**src/rtl/switch_debounce_events_if.sv**
```systemverilog
// Switch-side signal bundle for switch_debounce_events: raw input plus debounced level and event pulses.
// master = consumer/driver of the raw switch, slave = the debouncer.
interface switch_debounce_events_if;
   logic i_Switch;
   logic o_Switch;
   logic o_Press;
   logic o_Release;
   logic o_Long_Press;

   modport master (
      output i_Switch,
      input  o_Switch,
      input  o_Press,
      input  o_Release,
      input  o_Long_Press
   );

   modport slave (
      input  i_Switch,
      output o_Switch,
      output o_Press,
      output o_Release,
      output o_Long_Press
   );
endinterface

```
**src/rtl/switch_debounce_events.sv**
```systemverilog
// Push-button conditioner: debounced level plus registered press/release/long-press pulses.
// Define SWITCH_SYNC_EN to put a 2-flop synchronizer ahead of the sample register.
module switch_debounce_events #(
   parameter int unsigned DEBOUNCE_LIMIT   = 250000,
   parameter int unsigned LONG_PRESS_LIMIT = 25000000
) (
   input logic                     i_Clk,
   input logic                     i_Rst_L,
   switch_debounce_events_if.slave sw
);

   localparam int unsigned DB_W   = $clog2(DEBOUNCE_LIMIT);
   localparam int unsigned HOLD_W = $clog2(LONG_PRESS_LIMIT + 1);

   typedef enum logic [1:0] {
      ST_IDLE = 2'd0,
      ST_HELD = 2'd1,
      ST_LONG = 2'd2
   } state_t;

   state_t            state_q, state_d;
   logic              sample_q;
   logic              level_q, level_d;
   logic [DB_W-1:0]   db_cnt_q, db_cnt_d;
   logic [HOLD_W-1:0] hold_q, hold_d;
   logic              press_q, press_d;
   logic              release_q, release_d;
   logic              long_q, long_d;
   logic              commit;

`ifdef SWITCH_SYNC_EN
   logic [1:0] sync_q;

   // Two metastability flops, then the sample register.
   always_ff @(posedge i_Clk or negedge i_Rst_L) begin
      if (!i_Rst_L) begin
         sync_q   <= 2'b00;
         sample_q <= 1'b0;
      end else begin
         sync_q   <= {sync_q[0], sw.i_Switch};
         sample_q <= sync_q[1];
      end
   end
`else
   always_ff @(posedge i_Clk or negedge i_Rst_L) begin
      if (!i_Rst_L) begin
         sample_q <= 1'b0;
      end else begin
         sample_q <= sw.i_Switch;
      end
   end
`endif

   // State and registered outputs.
   always_ff @(posedge i_Clk or negedge i_Rst_L) begin
      if (!i_Rst_L) begin
         state_q   <= ST_IDLE;
         level_q   <= 1'b0;
         db_cnt_q  <= '0;
         hold_q    <= '0;
         press_q   <= 1'b0;
         release_q <= 1'b0;
         long_q    <= 1'b0;
      end else begin
         state_q   <= state_d;
         level_q   <= level_d;
         db_cnt_q  <= db_cnt_d;
         hold_q    <= hold_d;
         press_q   <= press_d;
         release_q <= release_d;
         long_q    <= long_d;
      end
   end

   always_comb begin
      state_d   = state_q;
      level_d   = level_q;
      db_cnt_d  = '0;
      hold_d    = hold_q;
      press_d   = 1'b0;
      release_d = 1'b0;
      long_d    = 1'b0;
      commit    = 1'b0;

      // Any agreeing sample restarts the run of differing samples.
      if (sample_q != level_q) begin
         if (db_cnt_q == DB_W'(DEBOUNCE_LIMIT - 1)) begin
            commit  = 1'b1;
            level_d = sample_q;
         end else begin
            db_cnt_d = db_cnt_q + DB_W'(1);
         end
      end

      case (state_q)
         ST_IDLE: begin
            if (commit) begin
               state_d = ST_HELD;
               hold_d  = HOLD_W'(1);
               press_d = 1'b1;
            end
         end
         ST_HELD: begin
            // Release wins over a long-press landing on the same edge.
            if (commit) begin
               state_d   = ST_IDLE;
               hold_d    = '0;
               release_d = 1'b1;
            end else if (hold_q == HOLD_W'(LONG_PRESS_LIMIT)) begin
               state_d = ST_LONG;
               long_d  = 1'b1;
            end else begin
               hold_d = hold_q + HOLD_W'(1);
            end
         end
         ST_LONG: begin
            if (commit) begin
               state_d   = ST_IDLE;
               hold_d    = '0;
               release_d = 1'b1;
            end
         end
         default: begin
            state_d = ST_IDLE;
            hold_d  = '0;
         end
      endcase
   end

   assign sw.o_Switch     = level_q;
   assign sw.o_Press      = press_q;
   assign sw.o_Release    = release_q;
   assign sw.o_Long_Press = long_q;

endmodule
```
**src/flat_wrapper.sv**
```systemverilog
// flat-port wrapper written by rule: the top's interface ports become plain ports
module switch_debounce_events_flat 
#(
   parameter int unsigned DEBOUNCE_LIMIT   = 250000,
   parameter int unsigned LONG_PRESS_LIMIT = 25000000
)
  (i_Clk, i_Rst_L, sw_i_Switch, sw_o_Switch, sw_o_Press, sw_o_Release, sw_o_Long_Press);
  switch_debounce_events_if sw_i ();
  input logic i_Clk;
  input logic i_Rst_L;
  input wire logic [$bits(sw_i.i_Switch)-1:0] sw_i_Switch;
  output wire logic [$bits(sw_i.o_Switch)-1:0] sw_o_Switch;
  output wire logic [$bits(sw_i.o_Press)-1:0] sw_o_Press;
  output wire logic [$bits(sw_i.o_Release)-1:0] sw_o_Release;
  output wire logic [$bits(sw_i.o_Long_Press)-1:0] sw_o_Long_Press;
  assign sw_i.i_Switch = sw_i_Switch;
  assign sw_o_Switch = sw_i.o_Switch;
  assign sw_o_Press = sw_i.o_Press;
  assign sw_o_Release = sw_i.o_Release;
  assign sw_o_Long_Press = sw_i.o_Long_Press;
  switch_debounce_events #(.DEBOUNCE_LIMIT(DEBOUNCE_LIMIT), .LONG_PRESS_LIMIT(LONG_PRESS_LIMIT)) u_core (.i_Clk(i_Clk), .i_Rst_L(i_Rst_L), .sw(sw_i));
endmodule
```
**config.mk**
```make
export PLATFORM = sky130hd
export DESIGN_NAME = switch_debounce_events_flat
export DESIGN_NICKNAME = d
export VERILOG_FILES = /design/src/rtl/switch_debounce_events_if.sv /design/src/rtl/switch_debounce_events.sv /design/src/flat_wrapper.sv
export SDC_FILE = /design/constraint.sdc
export NUM_CORES = 1
export LEC_CHECK = 0
export CAP_MARGIN = 10
export CORE_MARGIN = 3
export CORE_UTILIZATION = 30
export CTS_CLUSTER_DIAMETER = 150
export DETAILED_ROUTE_END_ITERATION = 16
export MAX_ROUTING_LAYER = met4
export PLACE_DENSITY = 0.45
export SLEW_MARGIN = 30
export SYNTH_ARGS = -nofsm -noshare
export SYNTH_HDL_FRONTEND = slang
export SYNTH_SLANG_ARGS = --single-unit
```
**constraint.sdc**
```tcl
create_clock -name i_Clk -period 2.8 [get_ports i_Clk]
set_input_delay 0.28 -clock i_Clk [delete_from_list [all_inputs] [get_ports i_Clk]]
set_output_delay 0.28 -clock i_Clk [all_outputs]
set_load 0.05 [all_outputs]
```
Word level (Yosys, flattened, before mapping)

Index checks and enable logic that the tools add are counted.

Add/sub/neg operators: 2
Multipliers: 0
Divide/modulo/power cells: 0
Magnitude comparators: 0
Equality and inequality tests: 9
Shift-type cells: 0
Multiplexer cells: 20
Bitwise operators: 0
Reduce and logical (&&, ||, !) cells: 5

Operators by type and width:

| cell                    | number |
|---|---|
| $mux W25                | 4 |
| $pmux W25 S3            | 1 |
| $mux W18                | 2 |
| $add A25 B1 Y25 const B | 1 |
| $eq A25 B25 Y1 const B  | 1 |
| $add A18 B1 Y18 const B | 1 |
| $eq A18 B18 Y1 const B  | 1 |
| $mux W1                 | 8 |
| $mux W2                 | 4 |
| $pmux W2 S3             | 1 |
| $reduce_and A3 Y1       | 2 |
| $ne A2 B1 Y1 const B    | 2 |
| $ne A3 B1 Y1 const B    | 1 |
| $ne A3 B2 Y1 const B    | 1 |
| $eq A2 B1 Y1 const B    | 1 |
| $eq A2 B2 Y1 const B    | 1 |
| $logic_not A2 Y1        | 1 |
| $reduce_and A2 Y1       | 1 |
| $reduce_or A2 Y1        | 1 |
| $ne A1 B1 Y1            | 1 |

Register bits after elaboration: 50
Bits in latches: 0
RAM bits: 0
Bits in read-only memories: 0
Input bits: 3
Output and inout bits: 4
Word-level logic and storage cells: 44
Memories: 0

Depth between registers and ports, before layout

Word-level depth: 5
Depth in mapped cells: 8
Mapped depth without buffers: 7

Least setup slack after synthesis

OpenSTA, ideal clock, no wires.

Kind: register -> register
Start: reg u_core.hold_q[7]
End: reg u_core.hold_q[0]
Setup time: 0.126 ns
Data arrival time: 2.137 ns
Required time: 2.674 ns
Path slack: 0.537 ns
Cell stages (with the launch flop): 7
Path buffers: 1
Period minus slack after synthesis: 2.263 ns
Cell sequence: dfrtp_1 -> or4_1 -> or4_4 -> buf_6 -> o21ai_4 -> nor4_2 -> a311o_1

Cells in the longest elaborated chain, start to end: 3

Ends and longest elaborated chain:

| item                               | RTL line                      | source |
|---|---|---|
| from (decl)                        | switch_debounce_events.sv:25  | `logic [HOLD_W-1:0] hold_q, hold_d;` |
| from (signal assigned)             | switch_debounce_events.sv:68  | `hold_q <= hold_d;` |
| $eq A25 B25 Y1                     | switch_debounce_events.sv:109 | `end else if (hold_q == HOLD_W'(LONG_PRESS_LIMIT)) begin` |
| $ne A3 B2 Y1 (no source line)      | -                             |  |
| $reduce_and A3 Y1 (no source line) | -                             |  |

Every way passes these cells.
A chain may end at the register's enable or synchronous reset.

Worst setup path in the final report

Same ends and word-level chain as after synthesis.

==> results.md <==
* CTS Buffer Depth at 2
* Routed len/inst at 16.1 µm
* Routed Wire Length at 6480 µm
* GRT overflow at 0
* Synth Area in Compound Gates at 10.8%
* Fin. max-slew vios at 0
* Die H at 100 µm
* Synth Warn # at 0
* Most frequent cell after synthesis: dfrtp_1
* Max Cap Viol at 0
* Ys async rst share at 100%
* Storage cell area at 1250 µm²
* Dpl cells at 393
* Yosys top cell by area: dfrtp_1
* Worst Setup End Kind: register
* Slowest stage cell on the critical path: or4_4
* CP top delay family: simple AND/OR/NAND/NOR gates
* Synth Area in Simple Gates at 29.6%
* Row count at 33
* Most instantiated cells after synthesis: 50 x dfrtp_1, 34 x nor2_1, 32 x nand3_1, 22 x nand2_1, 14 x nand4_1
* WP buf/inv at 0
* Number of flops mapped to enable cells by yosys at 0
* Die footprint at 10,100 µm²
* DR iter-0 viols at 139
* # setup viols final at 0
* Cells after Synth at 285
* Layout Nets at 305
* Vias in the first global route at 2,066
* Num CTS Buffers at 5
* Cell Chain, Critical Path: or4_1 > or4_4 > o21ai_4 > nor4_2 > a311o_1
* Placed cell areas at 2880 µm²
* Rel. slew slack at 59.6%
* Post-synth top area share at 46.7%
* #FFs+latches synth at 50
* Share of post-route cells with drive strength above 1 at 9.43%
* Slew of the pin with the lowest slew margin at 0.606 ns
* Synth Net Count at 294
* Initial antenna violation count at 0
* Clk_lat worst skew at 0.31 ns
* Worst path max stage delay at 0.59 ns
* Seq/Total Area, Yosys at 46.7%
* Area Overhead vs Synth at 11.4%
* GPL Wtd Cong at 0.865
* Crit Path Category: reg2reg
* Total global-route track usage at 13.8%
* First-pass GRT wire length at 10,600 µm
* CTS Root Buffer Type: clkbuf_8
* Status: finished, final reports clean
* Adder-cell share of the synthesized area at 2.80%
* CTS tree: done
* DRC viols at 0
* Post-Synth XOR/XNOR Area at 5.56%
* Final worst path period share at 85.9%
* DRT Pass-1 Iters at 6
* DR vias at 2,158
* Largest family of logic cells by synthesized area: simple AND/OR/NAND/NOR gates
* Setup_tns at 0 ns
* Clock Sinks at 50
* Power density of the placed cells at 409 nW/µm²
* Port bufs at 6
* Worst Skew at 0.0132 ns
* Post-route cell area at 2980 µm²
* CP arrival at 2.60 ns
* Hold Vio Cnt, Final at 0
* Min-delay worst type: in2reg
* Reg clk slew, reported paths at 0.09 ns
* Core area at 8420 µm²
* Die width at 100 µm
* Detail Placement HPWL at 4480 µm
* I/O pin count at 7
* Layout fillers at 874
* Vias/cell at 5.37
* Netlist cell types at 48
* Largest net degree at the start of global routing at 27
* Avg Inst Size Synth at 9.39 µm²
* Highest clock rate at 0.416 GHz
* Area of the multi-input gates at 1340 µm²
* Data required, critical path at 2.99 ns
* Final Power at 1.22 mW
* Final core occ at 35.4%
* Initial Util at 31.8%
* RSZ-0062 raised after global routing: false
* Tmin final at 2.41 ns
* Synth Flop Type: dfrtp_1
* H-Tree Level Count at 2
* Mapped Area at 2680 µm²
* Critical path peak fanout at 10
* Antenna cells at 0
* Mux contribution to synthesized area at 1.21%
* Max IR drop VDD at 0.194 mV
* Post CTS Setup Buffer Count at 0
* Final Instance Count excl. Fillers at 402
* CP startpoint kind: register
* LEAKAGE at 1.12 nW
* ANT nets after route at 0
* Synth area leaders: dfrtp_1 47%, nand3_1 6.0%, nor2_1 4.8%, o31ai_1 3.6%, nand4_1 3.3%
power by group:
group          switching [mW]  internal, mW
Combinational          0.0223       0.00866
Clock                   0.259         0.199
Sequential            0.00380         0.726
Total                   0.285         0.934
worst register-to-register path: cells and delay by family, from the launching register on:
kind | cells | cell delay [ns]
AOI/OAI and AO/OA | 2 | 0.60
and+or+nand+nor | 3 | 1.22
DFF | 1 | 0.47
cells in the final DEF, fill, tap and decap left out, types with 2 or more instances in the layout:
cell | Yosys | final
dfrtp_1 | 50 | 50
nor2_1 | 34 | 34
nand3_1 | 32 | 32
nand2_1 | 22 | 22
nand4_1 | 14 | 14
o31ai_1 | 13 | 13
inv_1 | 9 | 9
xor2_1 | 9 | 9
buf_4 | 0 | 9
xnor2_1 | 8 | 8
or4_1 | 8 | 8
nor3_1 | 6 | 6
ha_1 | 6 | 6
clkbuf_8 | 0 | 6
a21oi_1 | 5 | 5
clkdlybuf4s50_1 | 0 | 5
or2_2 | 4 | 4
and3_1 | 4 | 4
o211ai_1 | 4 | 4
nor4_1 | 3 | 3
nor3b_1 | 3 | 3
nand3b_1 | 3 | 3
a31oi_1 | 3 | 3
o21ai_0 | 3 | 3
or3_1 | 3 | 3
and4_1 | 2 | 2
a22oi_1 | 2 | 2
nor4_2 | 2 | 2
mux2_2 | 2 | 2
a211oi_1 | 2 | 2
metrics by stage:
| stage | hold slack (ns) | setup WS [ns] |
|---|---|---|
| final | 0.404 | 0.394 |
| after global routing | 0.418 | 0.270 |
| after CTS | 0.396 | 0.411 |
| after detailed placement | 0.341 | 0.424 |
| after global placement | 0.338 | 0.464 |
| after floorplan | -0.0156 | 0.537 |
layer usage:
metal	vias to the layer above	global-route usage [%]	wire length, µm
li1	1062	-	-
met1	1062	20.6	3480
met2	29	19.5	2750
met3	5	2.08	184
met4	0	3.42	71
met5	-	-	0
sequential cells by signal, summed over array words and instances, names as in the netlist:
name / cells
u_core.sw.o_Long_Press: 1
u_core.state_q: 2
u_core.sw.o_Release: 1
u_core.hold_q: 25
u_core.db_cnt_q: 18
u_core.sw.o_Switch: 1
u_core.sample_q: 1
u_core.sw.o_Press: 1
final timing paths:
path / from / end / slack [ns] / cells after the start
max in group asynchronous: i_Rst_L / u_core.hold_q[0] / 1.62 / 3
setup / recovery: u_core.hold_q[7] / u_core.hold_q[0] / 0.39 / 5
hold reg to reg: u_core.db_cnt_q[0] / u_core.db_cnt_q[0] / 0.49 / 1
setup reg to reg: u_core.hold_q[7] / u_core.hold_q[0] / 0.39 / 5
hold / removal: sw_i_Switch / u_core.sample_q / 0.40 / 1
min in group asynchronous: i_Rst_L / u_core.hold_q[6] / 0.52 / 2
logic make-up (layout without fill, tap and decap cells):
kind of cell / count (synthesis) / after routing
buffers and inverters: 21 / 33
and+or+nand+nor: 148 / 148
DFF: 50 / 50
xor gates and xnor gates: 17 / 17
AOI/OAI and AO/OA: 40 / 40
muxes: 3 / 3
adders and majority gates: 6 / 6
final cells by class:
| class | instances | share of cell area [%] |
|---|---|---|
| clock buffer | 6 | 2.77 |
| clock inverter | 2 | 0.419 |
| inverter | 9 | 1.13 |
| multi-input combinational | 214 | 44.9 |
| sequential | 50 | 41.9 |
| tap | 105 | 4.40 |
| timing repair buffer | 16 | 4.45 |
what timing repair did:
action / 4_1_cts / 5_1_grt
gates resized for setup: 0 / 0
hold endpoints to repair: 11 / 0
hold buffers: 1 / 0
No activity file was read; power rests on OpenSTA's default activity.
